File: config.mk
export PLATFORM = sky130hd
export DESIGN_NAME = subckt_stim_compactor
export DESIGN_NICKNAME = d
export VERILOG_FILES = /design/src/rtl/subckt_stim_compactor.sv
export SDC_FILE = /design/constraint.sdc
export NUM_CORES = 1
export LEC_CHECK = 0
export CAP_MARGIN = 30
export CORE_MARGIN = 2
export CORE_UTILIZATION = 45
export CTS_CLUSTER_DIAMETER = 40
export DETAILED_ROUTE_END_ITERATION = 16
export HOLD_SLACK_MARGIN = 0.15
export PLACE_DENSITY = 0.75
export SLEW_MARGIN = 20
export SYNTH_ARGS = -nofsm -noshare
export SYNTH_HDL_FRONTEND = slang
export SYNTH_SLANG_ARGS = --single-unit
File: constraint.sdc
create_clock -name tg_clk -period 4.2 [get_ports tg_clk]
set_input_delay 0.84 -clock tg_clk [delete_from_list [all_inputs] [get_ports tg_clk]]
set_output_delay 0.84 -clock tg_clk [all_outputs]
set_load 0.01 [all_outputs]
File: src/rtl/subckt_stim_compactor.sv
// subckt_stim_compactor
//   Stimulus generator and response compactor for one benchmark sub-circuit.
//   A Galois LFSR drives one vector per cycle into the sub-circuit. Responses
//   come back RESP_LAT cycles later and are folded into a MISR. At the end of
//   a run the MISR is compared against a golden signature.
//
// Ports
//   tg_clk      sole clock, rising edge
//   tg_rst      asynchronous active-high reset
//   start       one-cycle pulse, begins a run (accepted only in IDLE)
//   abort       synchronous cancel of a run in progress
//   num_vec     vectors per run, sampled with start
//   golden      expected signature, sampled with start
//   stim        vector to the sub-circuit inputs
//   stim_valid  stim carries a new vector this cycle
//   resp        sub-circuit output
//   busy        run or drain in progress
//   done        one-cycle completion pulse
//   pass        final signature matched golden (held until next start)
//   signature   current MISR value
//
// state | meaning
// ------+---------------------------------------------------------------
// IDLE  | waiting for start; outputs hold the last run's results
// RUN   | one vector per cycle, count down to the last vector
// DRAIN | no new vectors; wait RESP_LAT cycles for in-flight responses
// DONE  | single cycle: done pulse, pass reflects the final comparison
module subckt_stim_compactor #(
  parameter int                N_IN     = 9,
  parameter int                N_OUT    = 1,
  parameter int                LFSR_W   = 16,
  parameter logic [LFSR_W-1:0] SEED     = 16'hACE1,
  parameter logic [LFSR_W-1:0] TAPS     = 16'hB400,
  parameter int                MISR_W   = 16,
  parameter logic [MISR_W-1:0] POLY     = 16'h1021,
  parameter int                RESP_LAT = 2
) (
  input  logic              tg_clk,
  input  logic              tg_rst,
  input  logic              start,
  input  logic              abort,
  input  logic [15:0]       num_vec,
  input  logic [MISR_W-1:0] golden,
  output logic [N_IN-1:0]   stim,
  output logic              stim_valid,
  input  logic [N_OUT-1:0]  resp,
  output logic              busy,
  output logic              done,
  output logic              pass,
  output logic [MISR_W-1:0] signature
);

  typedef enum logic [1:0] {S_IDLE, S_RUN, S_DRAIN, S_DONE} state_t;

  // Drain timer counts RESP_LAT cycles down to zero.
  localparam logic [2:0] DRAIN_LOAD = 3'(RESP_LAT - 1);

  state_t              state_q, state_d;
  logic [LFSR_W-1:0]   lfsr_q, lfsr_d;
  logic [MISR_W-1:0]   misr_q, misr_d;
  logic [MISR_W-1:0]   golden_q, golden_d;
  logic [15:0]         count_q, count_d;
  logic [RESP_LAT-1:0] vpipe_q, vpipe_d;
  logic [2:0]          drain_q, drain_d;
  logic [N_IN-1:0]     hold_q, hold_d;
  logic                pass_q, pass_d;

  logic [LFSR_W-1:0]   lfsr_step;
  logic [MISR_W-1:0]   misr_step;
  logic [MISR_W-1:0]   resp_ext;

  assign stim_valid = (state_q == S_RUN);
  // In RUN the live LFSR value is the vector; otherwise show the last one sent.
  assign stim       = (state_q == S_RUN) ? lfsr_q[N_IN-1:0] : hold_q;
  assign busy       = (state_q == S_RUN) || (state_q == S_DRAIN);
  assign done       = (state_q == S_DONE);
  assign pass       = pass_q;
  assign signature  = misr_q;

  always_comb begin
    resp_ext = '0;
    resp_ext[N_OUT-1:0] = resp;
    lfsr_step = lfsr_q >> 1;
    if (lfsr_q[0]) lfsr_step = lfsr_step ^ TAPS;
    misr_step = {misr_q[MISR_W-2:0], 1'b0} ^ resp_ext;
    if (misr_q[MISR_W-1]) misr_step = misr_step ^ POLY;
  end

  always_comb begin
    state_d  = state_q;
    lfsr_d   = lfsr_q;
    misr_d   = misr_q;
    golden_d = golden_q;
    count_d  = count_q;
    drain_d  = drain_q;
    hold_d   = hold_q;
    pass_d   = pass_q;
    // Tail of the pipe marks the cycle whose resp answers a vector sent
    // RESP_LAT cycles earlier.
    vpipe_d  = RESP_LAT'({vpipe_q, stim_valid});
    if (vpipe_q[RESP_LAT-1]) misr_d = misr_step;

    unique case (state_q)
      S_IDLE: begin
        if (start && !abort) begin
          count_d  = num_vec;
          golden_d = golden;
          lfsr_d   = SEED;
          misr_d   = '0;
          pass_d   = 1'b0;
          vpipe_d  = '0;
          if (num_vec == 16'd0) begin
            state_d = S_DRAIN;
            drain_d = DRAIN_LOAD;
          end else begin
            state_d = S_RUN;
          end
        end
      end
      S_RUN: begin
        lfsr_d  = lfsr_step;
        hold_d  = lfsr_q[N_IN-1:0];
        count_d = count_q - 16'd1;
        if (count_q == 16'd1) begin
          state_d = S_DRAIN;
          drain_d = DRAIN_LOAD;
        end
      end
      S_DRAIN: begin
        if (drain_q == 3'd0) begin
          state_d = S_DONE;
          // misr_d already includes the final response, so pass is valid
          // in the same cycle as done.
          pass_d  = (misr_d == golden_q);
        end else begin
          drain_d = drain_q - 3'd1;
        end
      end
      S_DONE: begin
        state_d = S_IDLE;
      end
      default: state_d = S_IDLE;
    endcase

    if (abort && ((state_q == S_RUN) || (state_q == S_DRAIN))) begin
      state_d = S_IDLE;
      misr_d  = '0;
      pass_d  = 1'b0;
      vpipe_d = '0;
      count_d = '0;
      drain_d = '0;
    end
  end

  always_ff @(posedge tg_clk or posedge tg_rst) begin
    if (tg_rst) begin
      state_q  <= S_IDLE;
      lfsr_q   <= SEED;
      misr_q   <= '0;
      golden_q <= '0;
      count_q  <= '0;
      vpipe_q  <= '0;
      drain_q  <= '0;
      hold_q   <= SEED[N_IN-1:0];
      pass_q   <= 1'b0;
    end else begin
      state_q  <= state_d;
      lfsr_q   <= lfsr_d;
      misr_q   <= misr_d;
      golden_q <= golden_d;
      count_q  <= count_d;
      vpipe_q  <= vpipe_d;
      drain_q  <= drain_d;
      hold_q   <= hold_d;
      pass_q   <= pass_d;
    end
  end

endmodule

; Yosys cells after proc, flatten, opt, wreduce, memory -nomap -nowiden
; Index checks and enable logic that the tools add are counted.
[totals]
reg_bits = 81
inputBits = 37
out_inout_bits = 29
word_cells = 73
[classes]
addsub = 2
n_eq_ne = 11
mux = 31
n_bitwise = 3
n_reduce_logical = 17
[op_table]
columns = cell, n
row1 = $mux 16, 8
row2 = $pmux 16 s2, 2
row3 = $eq 16x1->1 const B, 1
row4 = $eq 16x16->1, 1
row5 = $logic_not 16->1, 1
row6 = $mux 2, 8
row7 = $sub 16x1->16 const B, 1
row8 = $xor 16x1->16, 1
row9 = $mux 3, 5
row10 = $mux 13, 1
row11 = $mux 9, 1
row12 = $pmux 3 s3, 1
row13 = $pmux 2 s4, 1
row14 = $ne 3x2->1 const B, 2
row15 = $ne 3x3->1 const B, 2
row16 = $reduce_and 2->1, 3
row17 = $reduce_and 3->1, 2
row18 = $reduce_bool 3->1, 2
row19 = $reduce_and 5->1, 1
row20 = $eq 2x2->1 const B, 2
row21 = $not 3->4, 1
row22 = $reduce_bool 4->1, 1
row23 = $logic_not 3->1, 1
row24 = $mux 1, 3
row25 = 11 further kinds, 12

; Depth between registers and ports, before layout
[logic_depth]
depth_word = 8
mapped_depth = 10
mapped_depth_nobuf = 7

; Least setup slack after synthesis
; Ideal clock, no wire load.
[synth_path]
kind = register to output
start = register state_q[1]
end = output port stim[5]
arrival_time_ns = 1.744
required_ns = 3.360
setup_slack_ns = 1.616
path_stages_with_launch = 8
n_path_buf = 3
path_cell_list = dfrtp_1 > inv_1 > ha_1 > clkbuf_1 > clkbuf_1 > buf_1 > nand2_1 > o21ai_0
[synth_between]
elab_chain_len = 2
[synth_rtl]
columns = element, line_no
row1 = start: declaration, 58  ; state_t state_q, state_d;
row2 = start signal: assignment, 167  ; state_q <= state_d;
row3 = $eq 2x1->1, n/a
row4 = via stim_valid, 45  ; output logic stim_valid,
row5 = $mux 9, n/a
row6 = end: declaration, 44  ; output logic [N_IN-1:0] stim,
; The timed path passes the listed nets, and every way through them passes these cells.

; Worst setup path after layout
[layout_path]
start = register state_q[1]
end = output port stim[6]
[layout_between]
elab_chain_len = 2
[layout_rtl]
columns = element, line_no
row1 = $eq 2x1->1, 74  ; assign stim = (state_q == S_RUN) ? lfsr_q[N_IN-1:0] : hold_q;
row2 = $mux 9, n/a
; No other way between the ends.

==> flow_summary.ini <==
[run_status]
status = finished, final reports clean

[drt]
ant_nets = 0
drt_iter0_drc = 152
via_per_inst = 5.68
dr.pass1.iters = 4
drc = 0
wirelength_mm = 9.02
num_vias = 3101
routedWlPerCell_um = 16.5

[worst_setup_path]
required_ns = 3.36
ff2ff_setup_slack_ns = 1.59
path_cells = inv_1, ha_1, buf_4, mux2_2, clkdlybuf4s50_1
slowest_stage = clkdlybuf4s50_1
rr_worst_depth = 7
critical_path_class = reg2out
crit_start = state_q[1]$_DFFE_PP0P_
critPathMaxFanout = 34
crit_path_end_kind = output port
critPathLaunchType = flip-flop
r2r-start = state_q[0]$_DFFE_PP0P_
cp.arrival_ns = 2.56
crit_family = buffers and inverters
timing.rr.end = count_q[3]$_DFFE_PP0P_
critical_path_buf_inv_count = 3
critPathMaxStageDelay_ns = 0.49

[clocking]
post_cts_resized = 0
cts_tree = built
cts_inserted_buffers = 9
clock_path_buffers = 2
clk_pin_slew_ns = 0.08
postCtsSetupBuffers = 0
clkSinkCount = 81
clk_latency_ns = 0.35
hold_buffers = 0
cts_max_level = 3
cts-root-buf = clkbuf_8

[synth]
synthSimpleGateAreaFrac = 0.138
synth_top_family_by_area = simple AND/OR/NAND/NOR gates
yosysTopAreaCell = dfrtp_1
synthTopCellsByArea = dfrtp_1 42%, dfstp_2 7.8%, mux2_2 7.2%
synth_mux_area_frac = 0.122
synth.avg_cell_area_um2 = 10.8
ys_seq_area_frac = 0.502
netlist_instances = 378
async_reset_ff_frac = 1.00
synth_cell_types = 49
syn_area_um2 = 4070
yosys_warnings = 0
syn_nets = 423
synth_seq_cells = 81
synth_ff_type = dfrtp_1
synth-adder-area-share = 0.0246
synth_compound_area_frac = 0.128
netlist.area_leader.share = 0.425
synth_edf_count = 0
synth-xor-area-share = 0.0474

[grt]
grt.met2_usage = 0.291
grt_pass1_vias = 3084
grt_usage = 0.194
grt_max_degree = 44
grt_overflow = 0
grt_pass1_wl_mm = 15.3
use_met3 = 0.0277
top_usage_layer = met2
antenna_found_initial = 0
use_met1 = 0.285

[timing]
fmax_mhz = 294
fin_crit_ns = 3.40
rsz0062_at_grt = no
final_hold_viol_count = 0
tightest_slew_ns = 0.970
finClkSkew_ns = 0.00849
finalSetupViolCount = 0
slew_headroom = 0.349
tns_ns = 0
finalMaxSlewViolations = 0
min_period_over_period = 0.809

[placement]
portBuffers = 65
post_dp_cell_area_um2 = 4790
place_congestion = 0.851
dp_hpwl_mm = 6.21

[hold_path]
hold_path_class = reg2reg
hold_depth = 1
hold_end = vpipe_q[1]$_DFF_PP0_
hp-start = vpipe_q[0]$_DFF_PP0_

[finish]
final_util = 0.571
areaGrowthSynthToFinish_pct = 22.4
diodes = 0
drive_above_1_share = 0.144
final_area_um2 = 4980
fin_nets = 478

[floorplanning]
die_y_um = 99.0
std_cell_rows = 34
ios = 66
die_w_um = 99.0
core-area_um2 = 8720
initial_utilization = 0.466
die-area_um2 = 9810

[power_and_ir_drop]
power.leakage_nw = 2.06
ir_drop_mv = 0.356
power.density_nw_per_um2 = 658

[flow_run]
drv_cap = 0
[synth_stat cells, types with 6 or more instances]
cell type and count:
dfrtp_1 69, nand2_1 21, clkbuf_1 17, o21ai_0 18, nand3_1 8, nor3_1 6, a21oi_1 20, a222oi_1 6
inv_1 15, or4_1 7, mux2_2 26, nor4_1 8, mux2i_1 18, xor2_1 22, ha_1 8, dfstp_2 12
nor2_1 29, o22a_1 8
[cells by family after synthesis]
kind of cell	Yosys count
muxes	46
and+or+nand+nor	106
adders and majority gates	8
DFF	81
buffers and inverters	39
AOI/OAI and AO/OA	76
xor gates and xnor gates	22
[stage by stage]
step / setup slack (ns) / power, W / instances / hold slack (ns)
after CTS: 0.821 / 0.00329 / 546 / 0.483
after global routing: 0.652 / 0.00353 / 546 / 0.499
after global placement: 1.24 / 0.00268 / 530 / 0.459
after floorplan: 1.30 / 0.00232 / 378 / 0.439
after detailed placement: 1.20 / 0.00273 / 530 / 0.461
final: 0.803 / 0.00328 / 546 / 0.484
[registers in the layout, summed over array words and instances (netlist names)]
name       cells
count_q       16
drain_q        3
golden_q      16
hold_q         9
lfsr_q        16
pass           1
signature     16
state_q        2
vpipe_q        2
[worst max-delay path by stage]
stage                                   endpoint  slack, ns  cells past startpoint
after global placement                   stim[0]       1.24                      5
after floorplan           count_q[0]$_DFFE_PP0P_       1.30                      1
after CTS                                stim[6]       0.82                      5
final                                    stim[6]       0.80                      5
after detailed placement                 stim[6]       1.20                      5
after global routing                     stim[3]       0.65                      6
[layer usage]
| layer | vias up | part of all wire |
|---|---|---|
| met3 | 21 | 0.053 |
| met2 | 93 | 0.46 |
| met1 | 1506 | 0.46 |
| met5 | - | 0 |
| met4 | 0 | 0.020 |
| li1 | 1481 | - |
[layout make-up]
type                       instances  area, um2
timing repair buffer              68        686
multi-input combinational        258       1870
clock inverter                     5       56.3
sequential                        81       2040
clock buffer                      11        131
inverter                          15       56.3
fill                             740       3740
tap                              108        135
[cell usage in the layout, fill, tap and decap left out, types with 3 or more instances in the layout]
cell / n
a21oi_1: 20
a222oi_1: 6
a22oi_1: 3
a32o_1: 3
and2_1: 4
clkbuf_8: 9
clkdlybuf4s50_1: 65
dfrtp_1: 69
dfstp_2: 12
ha_1: 8
inv_1: 14
mux2_2: 26
mux2i_1: 18
nand2_1: 21
nand3_1: 8
nand4_1: 4
nor2_1: 29
nor3_1: 6
nor4_1: 8
o21ai_0: 18
o221ai_1: 3
o22a_1: 8
or3_1: 5
or4_1: 7
xor2_1: 22
[where the power goes]
part           switching (W)  internal, W
Sequential          0.000244      0.00108
Clock               0.000281     0.000274
Combinational       0.000733     0.000661
Total                0.00126      0.00202
(Power assumes the default switching activity.)
